## config.mk

```make
export PLATFORM = sky130hd
export DESIGN_NAME = display_read_port_flat
export DESIGN_NICKNAME = d
export VERILOG_FILES = /design/src/rtl/display_read_port_if.sv /design/src/rtl/display_read_port.sv /design/src/flat_wrapper.sv
export SDC_FILE = /design/constraint.sdc
export NUM_CORES = 1
export LEC_CHECK = 0
export CAP_MARGIN = 20
export CORE_MARGIN = 1.5
export CORE_UTILIZATION = 36
export DETAILED_ROUTE_END_ITERATION = 8
export PLACE_DENSITY_LB_ADDON = 0.3
export SYNTH_ARGS = -nofsm -noshare
export SYNTH_HDL_FRONTEND = slang
export SYNTH_SLANG_ARGS = --single-unit
```

## constraint.sdc

```tcl
create_clock -name clock -period 1.75 [get_ports clock]
set_input_delay 0.35 -clock clock [delete_from_list [all_inputs] [get_ports clock]]
set_output_delay 0.35 -clock clock [all_outputs]
set_load 0.05 [all_outputs]
```

## src/rtl/display_read_port_if.sv

```systemverilog
// display_read_port_if: display-side request/return and DDR arbiter signals of the display read port.
// master = display/memMux side, slave = the port itself.
interface display_read_port_if #(
    parameter int ADDR_W = 26
);
    logic              readReq;
    logic [ADDR_W-1:0] RA;
    logic              readAck;
    logic [95:0]       RD;
    logic              RDready;
    logic              memReq;
    logic [ADDR_W-1:0] memAddr;
    logic              memGrant;
    logic [127:0]      memRdData;
    logic              memRdValid;

    modport master (
        output readReq, RA, memGrant, memRdData, memRdValid,
        input  readAck, RD, RDready, memReq, memAddr
    );

    modport slave (
        input  readReq, RA, memGrant, memRdData, memRdValid,
        output readAck, RD, RDready, memReq, memAddr
    );
endinterface

```

## src/rtl/display_read_port.sv

```systemverilog
// display_read_port: display back-door line reader; issues one DDR command per line, packs 0rgb words to 24-bit pixels.
// Define DISP_RD_STATS_EN to add lineCount/stallCount/dropCount statistics outputs.
module display_read_port #(
    parameter int MAX_OUT = 8,
    parameter int ADDR_W  = 26
) (
    input  logic                clock,
    input  logic                reset,
    display_read_port_if.slave  bus
`ifdef DISP_RD_STATS_EN
    ,
    output logic [31:0]         lineCount,
    output logic [31:0]         stallCount,
    output logic [15:0]         dropCount
`endif
);
    typedef enum logic {IDLE, REQ} state_t;

    state_t            state, stateNext;
    logic [3:0]        outstanding;
    logic              beat;
    logic [ADDR_W-1:0] addrReg;
    logic              accept, lineDone, grant;
    logic              unusedPad;

    // A beat belongs to a granted line only if something is outstanding or a line is half-received.
    assign accept    = bus.memRdValid & ((outstanding != 4'd0) | beat);
    assign lineDone  = accept & beat;
    assign grant     = (state == REQ) & bus.memGrant;
    assign bus.memAddr = addrReg;
    assign unusedPad = ^{bus.memRdData[127:120], bus.memRdData[95:88],
                         bus.memRdData[63:56], bus.memRdData[31:24]};

    always_ff @(posedge clock) begin
        if (reset) begin
            state       <= IDLE;
            outstanding <= 4'd0;
            beat        <= 1'b0;
            addrReg     <= '0;
            bus.RD      <= '0;
            bus.RDready <= 1'b0;
        end else begin
            state       <= stateNext;
            outstanding <= outstanding + {3'd0, grant} - {3'd0, lineDone};
            beat        <= beat ^ accept;
            addrReg     <= bus.readAck ? bus.RA : addrReg;
            bus.RDready <= accept;
            bus.RD      <= accept ? {bus.memRdData[119:96], bus.memRdData[87:64],
                                     bus.memRdData[55:32], bus.memRdData[23:0]} : bus.RD;
        end
    end

    always_comb begin
        stateNext   = state;
        bus.readAck = 1'b0;
        bus.memReq  = 1'b0;
        if (state == IDLE) begin
            bus.readAck = bus.readReq & (outstanding < 4'(MAX_OUT));
            stateNext   = bus.readAck ? REQ : IDLE;
        end else begin
            bus.memReq = 1'b1;
            stateNext  = bus.memGrant ? IDLE : REQ;
        end
    end

`ifdef DISP_RD_STATS_EN
    always_ff @(posedge clock) begin
        if (reset) begin
            lineCount  <= '0;
            stallCount <= '0;
            dropCount  <= '0;
        end else begin
            lineCount  <= lineCount + {31'd0, lineDone};
            stallCount <= stallCount + {31'd0, bus.readReq & ~bus.readAck};
            dropCount  <= dropCount + {15'd0, bus.memRdValid & ~accept & (dropCount != 16'hFFFF)};
        end
    end
`endif
endmodule

```

## src/flat_wrapper.sv

```systemverilog
// flat-port wrapper written by rule: the top's interface ports become plain ports
module display_read_port_flat 
#(
    parameter int MAX_OUT = 8,
    parameter int ADDR_W  = 26
)
  (clock, reset, bus_readReq, bus_RA, bus_memGrant, bus_memRdData, bus_memRdValid, bus_readAck, bus_RD, bus_RDready, bus_memReq, bus_memAddr);
  display_read_port_if #(.ADDR_W(ADDR_W)) bus_i ();
  input  logic clock;
  input  logic reset;
  input wire logic [$bits(bus_i.readReq)-1:0] bus_readReq;
  input wire logic [$bits(bus_i.RA)-1:0] bus_RA;
  input wire logic [$bits(bus_i.memGrant)-1:0] bus_memGrant;
  input wire logic [$bits(bus_i.memRdData)-1:0] bus_memRdData;
  input wire logic [$bits(bus_i.memRdValid)-1:0] bus_memRdValid;
  output wire logic [$bits(bus_i.readAck)-1:0] bus_readAck;
  output wire logic [$bits(bus_i.RD)-1:0] bus_RD;
  output wire logic [$bits(bus_i.RDready)-1:0] bus_RDready;
  output wire logic [$bits(bus_i.memReq)-1:0] bus_memReq;
  output wire logic [$bits(bus_i.memAddr)-1:0] bus_memAddr;
  assign bus_i.readReq = bus_readReq;
  assign bus_i.RA = bus_RA;
  assign bus_i.memGrant = bus_memGrant;
  assign bus_i.memRdData = bus_memRdData;
  assign bus_i.memRdValid = bus_memRdValid;
  assign bus_readAck = bus_i.readAck;
  assign bus_RD = bus_i.RD;
  assign bus_RDready = bus_i.RDready;
  assign bus_memReq = bus_i.memReq;
  assign bus_memAddr = bus_i.memAddr;
  display_read_port #(.MAX_OUT(MAX_OUT), .ADDR_W(ADDR_W)) u_core (.clock(clock), .reset(reset), .bus(bus_i));
endmodule
```

Yosys cells after proc, flatten, opt, wreduce, memory -nomap -nowiden
Cells that the tools add are included.
{"block": "totals", "ff_bits": 129, "inputBits": 159, "out_inout_bits": 125, "elab_cells": 21}
{"block": "op_classes", "n_addsub": 2, "magnitude_cmp": 1, "n_mux": 5, "bitwise": 6, "n_reduce_logical": 1}
{"operator": "$mux W1", "n": 5}
{"operator": "$add A4 B1 Y4", "n": 1}
{"operator": "$and A1 B1 Y1", "n": 4}
{"operator": "$lt A4 B4 Y1 const B", "n": 1}
{"operator": "$reduce_bool A4 Y1", "n": 1}
{"operator": "$sub A4 B1 Y4", "n": 1}
{"operator": "$or A1 B1 Y1", "n": 1}
{"operator": "$xor A1 B1 Y1", "n": 1}

Depth between registers and ports, before layout
{"block": "logic_depth", "word_depth": 5, "depth_mapped": 8, "mapped_depth_nobuf": 8}

Least setup slack after synthesis
OpenSTA, ideal clock, no wires.
{"block": "synth_path", "path_kind": "reg2reg", "from": "reg u_core.state", "to": "reg u_core.outstanding[2]", "setup_time_ns": 0.117, "t_arrival_ns": 1.564, "required_time_ns": 1.633, "path_slack_ns": 0.069, "stages_incl_launch_ff": 7, "path_buffers": 0, "synth_period_minus_slack_ns": 1.681, "path_cell_list": "dfxtp_1 > and2_1 > ha_1 > inv_1 > fa_1 > xor2_1 > nor2_1"}
{"block": "synth_via", "elab_chain_len": 3}
{"element": "start, declared", "line_no": "display_read_port.sv:19", "source": "state_t state, stateNext;"}
{"element": "start signal, assigned", "line_no": "display_read_port.sv:43", "source": "state <= stateNext;"}
{"element": "$and A1 B1 Y1", "line_no": "display_read_port.sv:29", "source": "assign grant = (state == REQ) & bus.memGrant;"}
{"element": "$add A4 B1 Y4", "line_no": "display_read_port.sv:44", "source": "outstanding <= outstanding + {3'd0, grant} - {3'd0, lineDone};"}
{"element": "$sub A4 B1 Y4", "line_no": "display_read_port.sv:44"}
{"element": "end signal, assigned", "line_no": "display_read_port.sv:44"}
{"element": "end, declared", "line_no": "display_read_port.sv:20", "source": "logic [3:0] outstanding;"}
Every way passes these cells.
A chain may end at the register's enable or synchronous reset.

Final worst setup path
{"block": "layout_path", "from": "in bus_readReq", "to": "out bus_readAck"}
{"block": "layout_via", "elab_chain_len": 2}
{"element": "start, declared", "line_no": "flat_wrapper.sv:11", "source": "input wire logic [$bits(bus_i.readReq)-1:0] bus_readReq;"}
{"element": "$and A1 B1 Y1", "line_no": "display_read_port.sv:58", "source": "bus.readAck = bus.readReq & (outstanding < 4'(MAX_OUT));"}
{"element": "$mux W1", "line_no": "display_read_port.sv:57", "source": "if (state == IDLE) begin"}
{"element": "end, declared", "line_no": "flat_wrapper.sv:16", "source": "output wire logic [$bits(bus_i.readAck)-1:0] bus_readAck;"}
Every way passes these cells.

==> metrics.md <==
| Metric | Value |
|---|---|
| Outcome | `finished clean` |
| H-tree Lvls | `4` |
| Max IR drop VDD | `0.0009151 V` |
| # diodes | `0` |
| Main synth FF type | `dfxtp_1` |
| Number of I/O port buffers | `251` |
| Drt first pass iters | `5` |
| Die Span Y | `around 130 um` |
| Antenna Nets Post-Route | `0` |
| Final Util | `between 50 and 60%` |
| Worst min path class | `in -> reg` |
| CTS tree | `yes` |
| Sink Count | `129` |
| Final setup fails | `0` |
| Power density over the cells | `between 1500 and 2000 nW/um^2` |
| CP required | `1.40 ns` |
| Routability Congestion | `around 0.73` |
| DRC | `0` |
| Share of cells above drive strength 1 | `between 20 and 25%` |
| Clock tree root driver cell | `clkbuf_16` |
| First-pass GRT wire length | `between 20000 and 25000 um` |
| Total number of vias | `between 4000 and 5000` |
| Antenna violations before repair | `0` |
| Slew @ Worst Pin | `roughly 0.31 ns` |
| CP Class | `in -> out` |
| Global routing usage on met3 | `under 10%` |
| Setup crit start kind | `primary input` |
| GRT Total Usage | `around 17%` |
| Yosys cell types | `21` |
| Synthesized area per cell | `a little over 10 sq um` |
| Final hold violations | `0` |
| Net count, final | `around 960` |
| Clock slew at reported path FFs | `0.05 ns` |
| Synth Warn # | `0` |
| Yosys top cell by area | `dfxtp_1` |
| Filler cells | `approximately 1200` |
| Mapped cell area | `~5600 sq um` |
| Seq/Total Area, Yosys | `~46%` |
| Max Clock Freq | `roughly 580 MHz` |
| Pleak | `3.714 nW` |
| DR WL/cell | `around 14 um` |
| Mapped Nets | `slightly above 700` |
| Seq cells post-synth | `129` |
| Ys async rst share | `0%` |
| Core Area | `15150 sq um` |
| Row count | `45` |
| Detailed Place HPWL | `approximately 10000 um` |
| Clock skew | `roughly 0.004 ns` |
| EDFF count, synth | `0` |
| Die X | `roughly 130 um` |
| CP max FO | `3` |
| Hold_buf cts | `0` |
| Element type at the critical path end | `output pin` |
| Worst slack at placement | `-0.4547 ns` |
| Met1 usage | `19.29%` |
| Initial core utilization | `36.75%` |
| Register area | `between 2000 and 3000 sq um` |
| Clock tree buffer depth | `2` |
| Largest cells by area after synthesis | `dfxtp_1, mux2i_1, nand2b_1, nor2_1, clkbuf_1` |
| Area Overhead vs Synth | `57.26%` |
| Gr busiest metal | `met2` |
| GR Util met2 | `between 20% and 30%` |
| Vias in the first global route | `~4500` |
| Pins Over Slew Limit | `0` |
| Io pins | `284` |
| Clock Latency Late Sink | `approximately 0.41 ns` |
| Most frequent cells in the layout | `nand2b_1, buf_4, dfxtp_1, clkdlybuf4s50_1, mux2i_1` |
| GRT overflow | `0` |
| Iter 0 DRT Violations | `approximately 180` |
| Worst setup margin | `~0.023 ns` |
| Post-route clock period utilization | `a little over nine tenths` |
| Largest net degree at the start of global routing | `77` |
| TritonCTS Buffers | `17` |
| Syn Inst Count | `543` |
| Max cap viols | `0` |
| Die area | `about 16000 sq um` |
| Worst rel slew slack | `between 70% and 80%` |
| Multi-input logic area | `between 2000 and 3000 sq um` |
| Post-Route WL | `~14000 um` |
| Worst EP arrival | `1.38 ns` |
| Commonest non-fill, non-tap cell in the layout | `nand2b_1` |
| Vias per Instance | `4.502` |
| Final worst path period need | `around 1.7 ns` |
| Top cell type's share of synthesized area | `~46%` |
area by class of cell:
cell class,count,share of cell area [%]
tap,188,2.688
clock buffer,22,5.304
sequential,129,29.52
multi-input combinational,366,31.55
inverter,9,0.3860
clock inverter,10,1.530
timing repair buffer,273,29.02
metal layers:
layer / wire length, um / part of all wire (%)
met5: 0 / 0
met4: 229 / 1.7
met3: 1432 / 10
met2: 6495 / 47
met1: 5583 / 41
cells in the mapped netlist, types with 2 or more instances:
master      n
and2_1      2
ha_1        5
buf_6       2
nor2_1     32
buf_8       3
buf_4       8
buf_2       7
nand2b_1  193
clkbuf_1   19
a21oi_1     3
mux2i_1   122
dfxtp_1   129
inv_1       9
nor2b_1     2
flip-flops by register name, summed over array words and instances, names as in the netlist:
name / count
u_core.outstanding: 4
u_core.bus.memAddr: 26
u_core.bus.RD: 96
u_core.beat: 1
u_core.state: 1
u_core.bus.RDready: 1
kinds of logic after synthesis:
group / Yosys count / share of synthesized area [%]
buffers and inverters: 48 / 4.811
AND/OR/NAND/NOR: 231 / 24.53
flip-flops: 129 / 46.40
XOR/XNOR: 1 / 0.1574
adder cells (fa/ha/maj): 6 / 1.484
AO/OA/AOI/OAI: 6 / 0.6745
multiplexers: 122 / 21.94
worst max-delay path, cell delays in order:
cell and delay, ns:
clkdlybuf4s50_1 0.47, nor3b_4 0.23, buf_4 0.18, buf_12 0.13
per-stage QoR:
step | hold WS, ns | instance area, sq um | instances | power (mW) | TNS, ns
after global routing | 0.3277 | 8752 | 997 | 13.87 | -0.002763
after detailed placement | 0.4636 | 8117 | 964 | 9.734 | -1.331
after CTS | 0.3064 | 8722 | 996 | 13.36 | 0
after floorplan | 0.4557 | 5565 | 543 | 7.756 | 0
after global placement | 0.4588 | 8117 | 964 | 9.622 | -0.9341
final | 0.3143 | 8752 | 997 | 13.24 | 0
final timing paths:
| path | startpoint | end | slack, ns | depth (start not counted) |
|---|---|---|---|---|
| worst min-delay path | reset | u_core.outstanding[1] | 0.31 | 2 |
| worst max register to register | u_core.beat | u_core.outstanding[1] | 0.09 | 7 |
| worst max-delay path | bus_readReq | bus_readAck | 0.02 | 4 |
| worst min register to register | u_core.bus.RD[27] | u_core.bus.RD[27] | 0.47 | 2 |
report_power, final:
| part | total, mW | leakage (nW) | internal (mW) | switching [mW] |
|---|---|---|---|---|
| sequential | 3.94 | 1.06 | 3.58 | 0.355 |
| clock | 3.57 | 0.290 | 2.31 | 1.26 |
| combinational | 5.73 | 2.37 | 2.28 | 3.45 |
what timing repair did:
| item | 4_1_cts | 5_1_grt |
|---|---|---|
| gates resized for setup | 3 | 4 |
| setup endpoints to repair | 1 | 3 |
| hold endpoints to repair | 0 | 0 |
| setup buffers | 0 | 1 |
Note: power is estimated with default switching activity, not from simulation.
==> RTL change, RTL diff (same flow settings) <==
`ADDR_W` is set to 26 in 3 places; all go to 52.
--- a/src/rtl/display_read_port_if.sv
+++ b/src/rtl/display_read_port_if.sv
@@ -1,7 +1,7 @@
 // display_read_port_if: display-side request/return and DDR arbiter signals of the display read port.
 // master = display/memMux side, slave = the port itself.
 interface display_read_port_if #(
-    parameter int ADDR_W = 26
+    parameter int ADDR_W = 52
 );
     logic              readReq;
     logic [ADDR_W-1:0] RA;
--- a/src/rtl/display_read_port.sv
+++ b/src/rtl/display_read_port.sv
@@ -2,7 +2,7 @@
 // Define DISP_RD_STATS_EN to add lineCount/stallCount/dropCount statistics outputs.
 module display_read_port #(
     parameter int MAX_OUT = 8,
-    parameter int ADDR_W  = 26
+    parameter int ADDR_W  = 52
 ) (
     input  logic                clock,
     input  logic                reset,
--- a/src/flat_wrapper.sv
+++ b/src/flat_wrapper.sv
@@ -2,7 +2,7 @@
 module display_read_port_flat 
 #(
     parameter int MAX_OUT = 8,
-    parameter int ADDR_W  = 26
+    parameter int ADDR_W  = 52
 )
   (clock, reset, bus_readReq, bus_RA, bus_memGrant, bus_memRdData, bus_memRdValid, bus_readAck, bus_RD, bus_RDready, bus_memReq, bus_memAddr);
   display_read_port_if #(.ADDR_W(ADDR_W)) bus_i ();
Interface: changed (resized bus_RA and bus_memAddr); port bits go from 284 to 336. No check against the original RTL was run, so the function may have changed too.
==> RTL change against the unedited design <==
  * Die area is 16% higher
  * Count of clock-buffer cells in the layout fell by 4
  * Area after synthesis grew 17%
  * Clock power increased by 3%
  * Routed wire length increased by 16%
  * Synthesized cell count rose by 15%
  * Core utilization up 0.13 points
  * Total power up 11%
  * Final area increased by 16%
  * Worst setup slack better by 24 ps
  * Sequential cell count is 26 higher
==> RTL change: results (changes against the unedited design) <==
{
  "route.met3.wl": {"value": 1900, "unit": "µm", "change": "+33%"},
  "post_synth.cell_area_avg": {"value": 10.4, "unit": "µm²", "change": "+1.0%"},
  "path_max_fanout": {"value": 9, "change": "+6"},
  "largest_register_ff_count": {"value": 96, "change": "unchanged"},
  "cts.clk_slew.worst_paths": {"value": 70, "unit": "ps", "change": "+20 ps"},
  "all_layer_gr_usage": {"value": 0.166, "change": "-0.00392"},
  "ys_top_cells_by_count": "nand2b_1, dfxtp_1, mux2i_1, nor2_1, clkbuf_1",
  "met1_length": {"value": 6900, "unit": "µm", "change": "+24%"},
  "p_leak": {"value": 4.34, "unit": "nW", "change": "+17%"},
  "fillerInstances": {"value": 1530, "change": "+23%"},
  "ys_top_cells_by_area": "dfxtp_1, mux2i_1, nand2b_1, nor2_1, clkbuf_1",
  "finalWirelength": {"value": 16000, "unit": "µm", "change": "+16%"},
  "layout-drive-gt1-share": {"value": 0.232, "change": "+0.00307"},
  "outcome": "finished clean",
  "dr_total_vias": {"value": 5140, "change": "+15%"},
  "sequential_to_total_area_share_from_yosys_stat": {"value": 0.478, "change": "+0.0138"},
  "worst_skew_late_latency_ps": 420,
  "hpwl": {"value": 11800, "unit": "µm", "change": "+17%"},
  "synthesis.nets": {"value": 818, "change": "+16%"},
  "grt_first_pass_wirelength": {"value": 24400, "unit": "µm", "change": "+12%"},
  "gp_routability_congestion": {"value": 0.767, "change": "+4.6%"},
  "design.final.nets": {"value": 1123, "change": "+17%"},
  "layoutNonFillerInstCount": {"value": 1170, "change": "+17%"},
  "buffer_ports.inserted": {"value": 303, "change": "+21%"},
  "slew_limit_headroom": {"value": 0.776, "change": "-0.0177"},
  "dp_cells": {"value": 1137, "change": "+18%"},
  "crit_family": "buffers and inverters",
  "detail_route.first_pass.iterations": {"value": 6, "change": "+1"},
  "cp.arrival": {"value": 1350, "unit": "ps", "change": "-30 ps"},
  "worst_ir_drop_vdd": {"value": 0.794, "unit": "mV", "change": "-13%"},
  "grt_pass1_vias": {"value": 4855, "change": "+7.4%"},
  "met2WireLength": {"value": 6820, "unit": "µm", "change": "+5.1%"},
  "clock_skew": {"value": 15.2, "unit": "ps", "change": "+11.2 ps"},
  "grt_max_degree": {"value": 110, "change": "+43%"},
  "dr.first_iter.drc_count": {"value": 192, "change": "+9.7%"},
  "whs_path_depth": {"value": 3, "change": "+1"}
}
## RTL change: cell types whose count changed after synthesis
cell / unedited run / this run
buf_2: 7 / 11
buf_6: 2 / 5
clkbuf_1: 19 / 18
dfxtp_1: 129 / 155
mux2i_1: 122 / 148
nor2_1: 32 / 58
## RTL change: what timing repair did
action,4_1_cts,5_1_grt
pin swaps,1,0
resized for setup,1,5
setup endpoints to repair,1,4
buffers inserted,0,1
## RTL change: where the power goes
group	leakage, nW	switching (mW)	internal [mW]
logic	2.78	3.87	2.48
registers	1.27	0.375	4.24
clock network	0.287	1.52	2.14
total	4.34	5.77	8.87
## RTL change: metal layers
| layer | up-vias | track usage |
|---|---|---|
| li1 | 2628 | - |
| met3 | 27 | 0.0798 |
| met4 | 0 | 0.0708 |
| met1 | 2261 | 0.198 |
| met2 | 224 | 0.253 |
| met5 | - | 0 |
## RTL change: cell families after synthesis
logic type,synth area share
AOI/OAI and AO/OA,0.00578
xor gates and xnor gates,0.00135
adders and majority gates,0.0127
buffers and inverters,0.0489
DFF,0.478
muxes,0.228
and+or+nand+nor,0.225
## RTL change: per-stage QoR
stage                util  power [mW]  hold WS [ps]  worst slack, ps  instance area [µm²]
CTS                 0.578        14.8           396             2.92                10100
global route        0.579        15.3           412             2.30                10100
finish              0.579        14.6           396             46.7                10100
floorplan               -        8.96           456             69.0                 6490
global placement    0.545        11.0           459             -392                 9520
detailed placement  0.545        11.1           462             -444                 9520
## RTL change: layout make-up
cell class | instances | share of cell area
Sequential cell | 155 | 0.307
Multi-Input combinational cell | 418 | 0.306
Timing Repair Buffer | 331 | 0.298
Clock buffer | 18 | 0.0434
Tap cell | 225 | 0.0278
Clock inverter | 14 | 0.0142
Inverter | 9 | 0.00334
## RTL change: worst reg2reg max path: stages (launching register included)
cell	delay (ps)
dfxtp_2	320
and2_4	150
ha_1	270
inv_1	60
ha_2	160
inv_1	50
fa_2	520
nor2_1	40
## RTL change: path summary, 6_finish.rpt
path | from | to | slack (ps)
max | bus_readReq | bus_readAck | 50
max reg2reg | u_core.beat | u_core.outstanding[1] | 70
min reg2reg | u_core.bus.RD[59] | u_core.bus.RD[59] | 470
min | reset | u_core.bus.RD[23] | 400
